File: src/rtl/data_mem_arbiter.sv
// rtl/data_mem_arbiter.sv - round-robin arbiter for data_mem between the core and a DMA engine with bounded locked bursts
module data_mem_arbiter #(
   parameter int AW        = 8,
   parameter int DW        = 8,
   parameter int MAX_BURST = 4
) (
   input  logic          CLK,
   input  logic          reset,
   input  logic          cpu_req,
   input  logic          cpu_we,
   input  logic [AW-1:0] cpu_addr,
   input  logic [DW-1:0] cpu_wdata,
   output logic          cpu_gnt,
   output logic          cpu_rvalid,
   output logic [DW-1:0] cpu_rdata,
   output logic          cpu_stall,
   input  logic          dma_req,
   input  logic          dma_lock,
   input  logic          dma_we,
   input  logic [AW-1:0] dma_addr,
   input  logic [DW-1:0] dma_wdata,
   output logic          dma_gnt,
   output logic          dma_rvalid,
   output logic [DW-1:0] dma_rdata,
   output logic [AW-1:0] mem_addr,
   output logic          mem_rd,
   output logic          mem_wr,
   output logic [DW-1:0] mem_din,
   input  logic [DW-1:0] mem_dout
);

   localparam int CW = $clog2(MAX_BURST) + 1;
   localparam logic [CW-1:0] MAX_C = CW'(MAX_BURST);

   typedef enum logic {ARB = 1'b0, BURST = 1'b1} state_t;

   state_t          state_q, state_d;
   logic            prio_q, prio_d;
   logic [CW-1:0]   cnt_q, cnt_d;
   logic            cpu_sel, dma_sel, arb_prio;
   logic            cpu_rvalid_q, dma_rvalid_q;
   logic [DW-1:0]   cpu_rdata_q, dma_rdata_q;

   always_ff @(posedge CLK or posedge reset) begin
      if (reset) begin
         state_q <= ARB;
         prio_q  <= 1'b0;
         cnt_q   <= '0;
      end else begin
         state_q <= state_d;
         prio_q  <= prio_d;
         cnt_q   <= cnt_d;
      end
   end

   always_comb begin
      cpu_sel  = 1'b0;
      dma_sel  = 1'b0;
      state_d  = state_q;
      prio_d   = prio_q;
      cnt_d    = cnt_q;
      arb_prio = prio_q;
      if (state_q == BURST && dma_req && dma_lock) begin
         // A waiting core only breaks the burst once it has reached its length bound.
         if (cpu_req && cnt_q == MAX_C) begin
            cpu_sel = 1'b1;
            prio_d  = 1'b1;
            state_d = ARB;
            cnt_d   = '0;
         end else begin
            dma_sel = 1'b1;
            prio_d  = 1'b0;
            if (cnt_q != MAX_C)
               cnt_d = cnt_q + CW'(1);
         end
      end else begin
         // Leaving a burst falls straight into arbitration with the core favoured.
         arb_prio = (state_q == BURST) ? 1'b0 : prio_q;
         state_d  = ARB;
         cnt_d    = '0;
         prio_d   = arb_prio;
         if (cpu_req && (!dma_req || !arb_prio)) begin
            cpu_sel = 1'b1;
            prio_d  = 1'b1;
         end else if (dma_req) begin
            dma_sel = 1'b1;
            prio_d  = 1'b0;
            if (dma_lock) begin
               state_d = BURST;
               cnt_d   = CW'(1);
            end
         end
      end
   end

   // Grants are combinational, so the async reset must also mask them directly.
   assign cpu_gnt   = cpu_sel & ~reset;
   assign dma_gnt   = dma_sel & ~reset;
   assign cpu_stall = cpu_req & ~cpu_gnt & ~reset;

   assign mem_addr = cpu_gnt ? cpu_addr  : (dma_gnt ? dma_addr  : '0);
   assign mem_din  = cpu_gnt ? cpu_wdata : (dma_gnt ? dma_wdata : '0);
   assign mem_wr   = (cpu_gnt & cpu_we)  | (dma_gnt & dma_we);
   assign mem_rd   = (cpu_gnt & ~cpu_we) | (dma_gnt & ~dma_we);

   always_ff @(posedge CLK or posedge reset) begin
      if (reset) begin
         cpu_rvalid_q <= 1'b0;
         dma_rvalid_q <= 1'b0;
         cpu_rdata_q  <= '0;
         dma_rdata_q  <= '0;
      end else begin
         cpu_rvalid_q <= cpu_gnt & ~cpu_we;
         dma_rvalid_q <= dma_gnt & ~dma_we;
         if (cpu_gnt && !cpu_we)
            cpu_rdata_q <= mem_dout;
         if (dma_gnt && !dma_we)
            dma_rdata_q <= mem_dout;
      end
   end

   assign cpu_rvalid = cpu_rvalid_q;
   assign dma_rvalid = dma_rvalid_q;
   assign cpu_rdata  = cpu_rdata_q;
   assign dma_rdata  = dma_rdata_q;

endmodule

File: config.mk
export PLATFORM = sky130hd
export DESIGN_NAME = data_mem_arbiter
export DESIGN_NICKNAME = d
export VERILOG_FILES = /design/src/rtl/data_mem_arbiter.sv
export SDC_FILE = /design/constraint.sdc
export NUM_CORES = 1
export LEC_CHECK = 0
export ABC_AREA = 1
export CORE_MARGIN = 2
export CORE_UTILIZATION = 36
export CTS_CLUSTER_SIZE = 14
export DETAILED_ROUTE_END_ITERATION = 16
export GPL_ROUTABILITY_DRIVEN = 1
export PLACE_DENSITY = 0.76
export SKIP_CTS_REPAIR_TIMING = 1
export SYNTH_ARGS = -nofsm -noshare
export SYNTH_HDL_FRONTEND = slang
export SYNTH_SLANG_ARGS = --single-unit
File: constraint.sdc
create_clock -name CLK -period 2.1 [get_ports CLK]
set_input_delay 0.21 -clock CLK [delete_from_list [all_inputs] [get_ports CLK]]
set_output_delay 0.21 -clock CLK [all_outputs]
set_load 0.02 [all_outputs]
==> summary by stage <==
Outcome
The flow ran to the end, but the final reports show violations. The checks that failed: negative setup slack.

Floorplan
The die footprint is between 4000 and 5000 µm². In this run the standard cell core region covers 3630 µm². For this configuration, the core starts out at a cell density of 0.374. The standard-cell row count is 22. Measured along the y axis, the die boundary spans between 60 and 70 µm.

The die is 65.4 µm wide. In this run the count of I/O pins placed on the die edge is 86.

Placement
The post-place instance area is approximately 2400 µm². The post-detailed-placement half-perimeter wirelength is 3320 µm. In this run the tool buffered the top-level ports with 85 buffer cells. The weighted congestion reported at the end of routability-driven placement is about 0.77.

The worst slack after detailed placement is -0.228 ns.

Yosys
Yosys attributes the largest share of cell area to dfrtp_1 (42%), nand2_1 (20%), nand3_1 (8.1%). The library cell occupying the most area in the post-synthesis netlist is dfrtp_1. The instance count of the mapped netlist is about 180.

The sequential area share after synthesis is 0.424. The share of synthesized cell area in full adder, half adder and majority cells is 0.0184. The synthesized area is roughly 1400 µm². After synthesis, the largest family of logic cells by area is simple AND/OR/NAND/NOR gates.

For this run, the number of Yosys warnings is 0. After synthesis, the mean cell area works out to 7.63 µm². The synthesized design contains 23 register bits. The share of cell area taken by muxes after synthesis is 0. The simple-gate portion of the synthesized area is 0.455. Synthesis instantiated 23 different standard cells from the library.

The fraction of synthesized cell area in xor and xnor cells is 0. The number of nets in the synthesized netlist is 227. The top-area cell type share of the netlist area is 0.424. The post-synthesis compound-gate area fraction came to 0.0230.

Detailed routing
The detailed router put a total of around 1800 µm of wire on met1. The routed design uses 212 µm of met3 wire. The final routed wire length divided by cell count is 13.0 µm.

The vias after detailed routing is between 1500 and 2000. In this run the remaining antenna-violating nets after routing total 0. Summed over all nets, wire length on met2 after detailed routing comes to 2330 µm.

The number of vias per cell is 4.80. Wires add up to between 4000 and 5000 µm. The first TritonRoute pass finished after 4 iterations.

In this run, the number of DRC markers left after iteration 0 of detailed routing was 51. Signal routing reaches up to met4. The remaining routing DRC violations is 0.

Worst setup path
The cell with the most instances on the worst path is buf_4. The worst path required time is about 1.9 ns. The critical path launch point type is a flip-flop. The maximum cell stage delay along the critical path is between 0.3 and 0.4 ns. The launch point of the worst reg-to-reg path is cnt_q[1]$_DFFE_PP0P_. The critical path starts at cnt_q[1]$_DFFE_PP0P_. At the worst endpoint, the arrival time is slightly below 2 ns.

The maximum fanout along the worst path is 8. The kind of capture point of the worst setup path is an output pin. The type of the worst setup path is reg2out. The critical path goes through inv_1 -> ha_2 -> nand2_2 -> buf_6 -> o21ai_4 -> nand2_8 -> buf_4 -> buf_4 -> nand3_1 -> nand2_1 -> buf_2. Among cell families on the critical path, the largest total delay comes from buffers and inverters. The number of buffers and inverters on the critical path is 5. The cell with the biggest individual delay on the critical path is dfrtp_1.

STA
The share of the clock period used by the worst path is 1.03. The max-slew headroom at the worst pin is 0.765. Derived from the worst setup path, the maximum achievable clock frequency is around 460 MHz. The worst-case hold slack is ~0.47 ns.

The count of endpoints failing hold in the final timing report came to 0. Setup violations remaining at the end of the flow were counted as 7. For the pin with the worst max-slew slack, the measured transition is around 0.35 ns. The worst clock skew on the final layout is between 0.002 and 0.003 ns. The number of max-slew violations in the final report is 0. Once routing completed, OpenROAD measured the worst setup slack at -0.0615 ns. For the finished layout, the period the worst path requires is roughly 2.2 ns. Setup repair after global routing could not meet its margin everywhere.

GRT
Entering global routing, the biggest net connects 32 pins. The via count of the first global-routing pass was about 1500. The number of antenna violations at the first check in global routing came to 0.

In the global route stage, overall resource usage came out at 0.201. The total overflow left after global routing is 0. The wire length of the first global-routing pass is roughly 6800 µm.

Finish
The antenna cell count is 0. The share of final-layout standard cells stronger than drive strength 1 is 0.217. From synthesis to final layout, the design area changed by 80.1%.

In the final design database the tool counted 340 nets. The count of fill cells added during filler insertion is 338. The cell area after layout is ~2400 µm². At the end of the flow the core is filled with cells to 0.673.

Power and ir drop
The total chip power is approximately 1.5 mW. The cell area power density is 605 nW/µm². In this run the static leakage power is roughly 1.3 nW. VDD sags by at most approximately 0.43 mV.

Clock network
In this run the number of H-tree levels came out at 1. For the worst-skew pair, the clock arrives at the later sink with an insertion delay of approximately 0.26 ns. The clock sink count is 23. The clock transition at the register clock pins on the worst setup and hold paths after CTS is approximately 0.070 ns.

Clock tree synthesis inserted a total of 3 buffers. TritonCTS built the clock tree. The worst-case clock buffer depth is 2.

The cell sitting at the root of the clock tree is a clkbuf_8.

Hold path
In this run the most critical hold path is launched from cpu_rdata[5]$_DFFE_PP0P_. The worst hold-check path type is reg2reg.

Job
The number of maximum-capacitance violations is 0.
placed cells by master, fill, tap and decap left out:
master / count
nand2_1: 74
nor3_1: 3
clkdlybuf4s50_1: 64
clkbuf_8: 3
inv_1: 10
nor2_2: 1
nor2_4: 2
nor2_1: 2
a21oi_1: 2
dlymetal6s2s_1: 5
buf_4: 28
nand2_2: 5
nand4_1: 17
buf_6: 1
clkbuf_2: 1
ha_1: 1
nand2_8: 1
clkinv_1: 2
nand3_4: 1
nand3_1: 22
nand4_2: 1
o21ai_0: 1
buf_12: 1
clkbuf_1: 1
o21ai_4: 1
buf_2: 15
inv_6: 1
dfrtp_1: 23
ha_2: 1
routing by layer:
layer	track usage	vias to the layer above
met2	0.362	37
li1	-	811
met5	0	-
met4	0.0443	0
met3	0.0308	4
met1	0.253	770
power by group:
group	internal [mW]	leakage [nW]	switching (mW)	total [mW]
Clock	0.135	0.0228	0.126	0.261
Sequential	0.518	0.294	0.0445	0.563
Combinational	0.326	1.00	0.330	0.656
metrics by stage:
stage | std cells | setup TNS [ns]
after global placement | 323 | -2.92
final | 338 | -0.358
after floorplan | 178 | 0
after detailed placement | 323 | -4.08
after CTS | 327 | -6.07
after global routing | 338 | -1.02
registers in the layout, summed over array words and instances, names as in the netlist:
name and flops:
state_q 1, cpu_rvalid 1, dma_rdata 8, cnt_q 3, prio_q 1, cpu_rdata 8, dma_rvalid 1
worst reg2reg max path, stage by stage (launching register included):
cell and delay (ns):
dfrtp_1 0.39, inv_1 0.06, ha_2 0.18, nand2_2 0.07, buf_6 0.14, o21ai_4 0.21
nand2_8 0.09, buf_4 0.15, buf_4 0.14, buf_4 0.16, nand4_1 0.08, nand2_1 0.06
synthesized netlist by cell type:
cell type and instances:
nand2_1 74, dfrtp_1 23, nand3_1 22, nand4_1 17
inv_1 10, nand2_2 5, buf_2 3, nor3_1 3
a21oi_1 2, buf_4 2, clkinv_1 2, ha_1 2
nor2_1 2, nor2_4 2, buf_6 1, buf_8 1
inv_4 1, nand2_4 1, nand3_4 1, nand4_2 1
nor2_2 1, o21ai_0 1, o21ai_4 1
final timing paths:
path	depth (start not counted)	slack, ns	to
max	11	-0.06	mem_addr[2]
min	2	0.47	cpu_rdata[5]$_DFFE_PP0P_
max reg2reg	11	0.26	dma_rdata[2]$_DFFE_PP0P_
min reg2reg	2	0.47	cpu_rdata[5]$_DFFE_PP0P_
max in group asynchronous	4	1.22	cpu_rdata[3]$_DFFE_PP0P_
min in group asynchronous	4	0.62	prio_q$_DFF_PP0_
cells by family after synthesis:
| family | Yosys count |
|---|---|
| buffers and inverters | 20 |
| AOI/OAI and AO/OA | 4 |
| adders and majority gates | 2 |
| DFF | 23 |
| and+or+nand+nor | 129 |
layout make-up:
type                    count  area (µm²)  share of cell area
clock buffers               4        45.0              0.0184
inverters                  13        53.8              0.0220
multi-input cells         135         686               0.280
flip-flops and latches     23         576               0.235
well taps                  48        60.1              0.0246
repair buffers            115        1020               0.419
(Power assumes the default switching activity.)
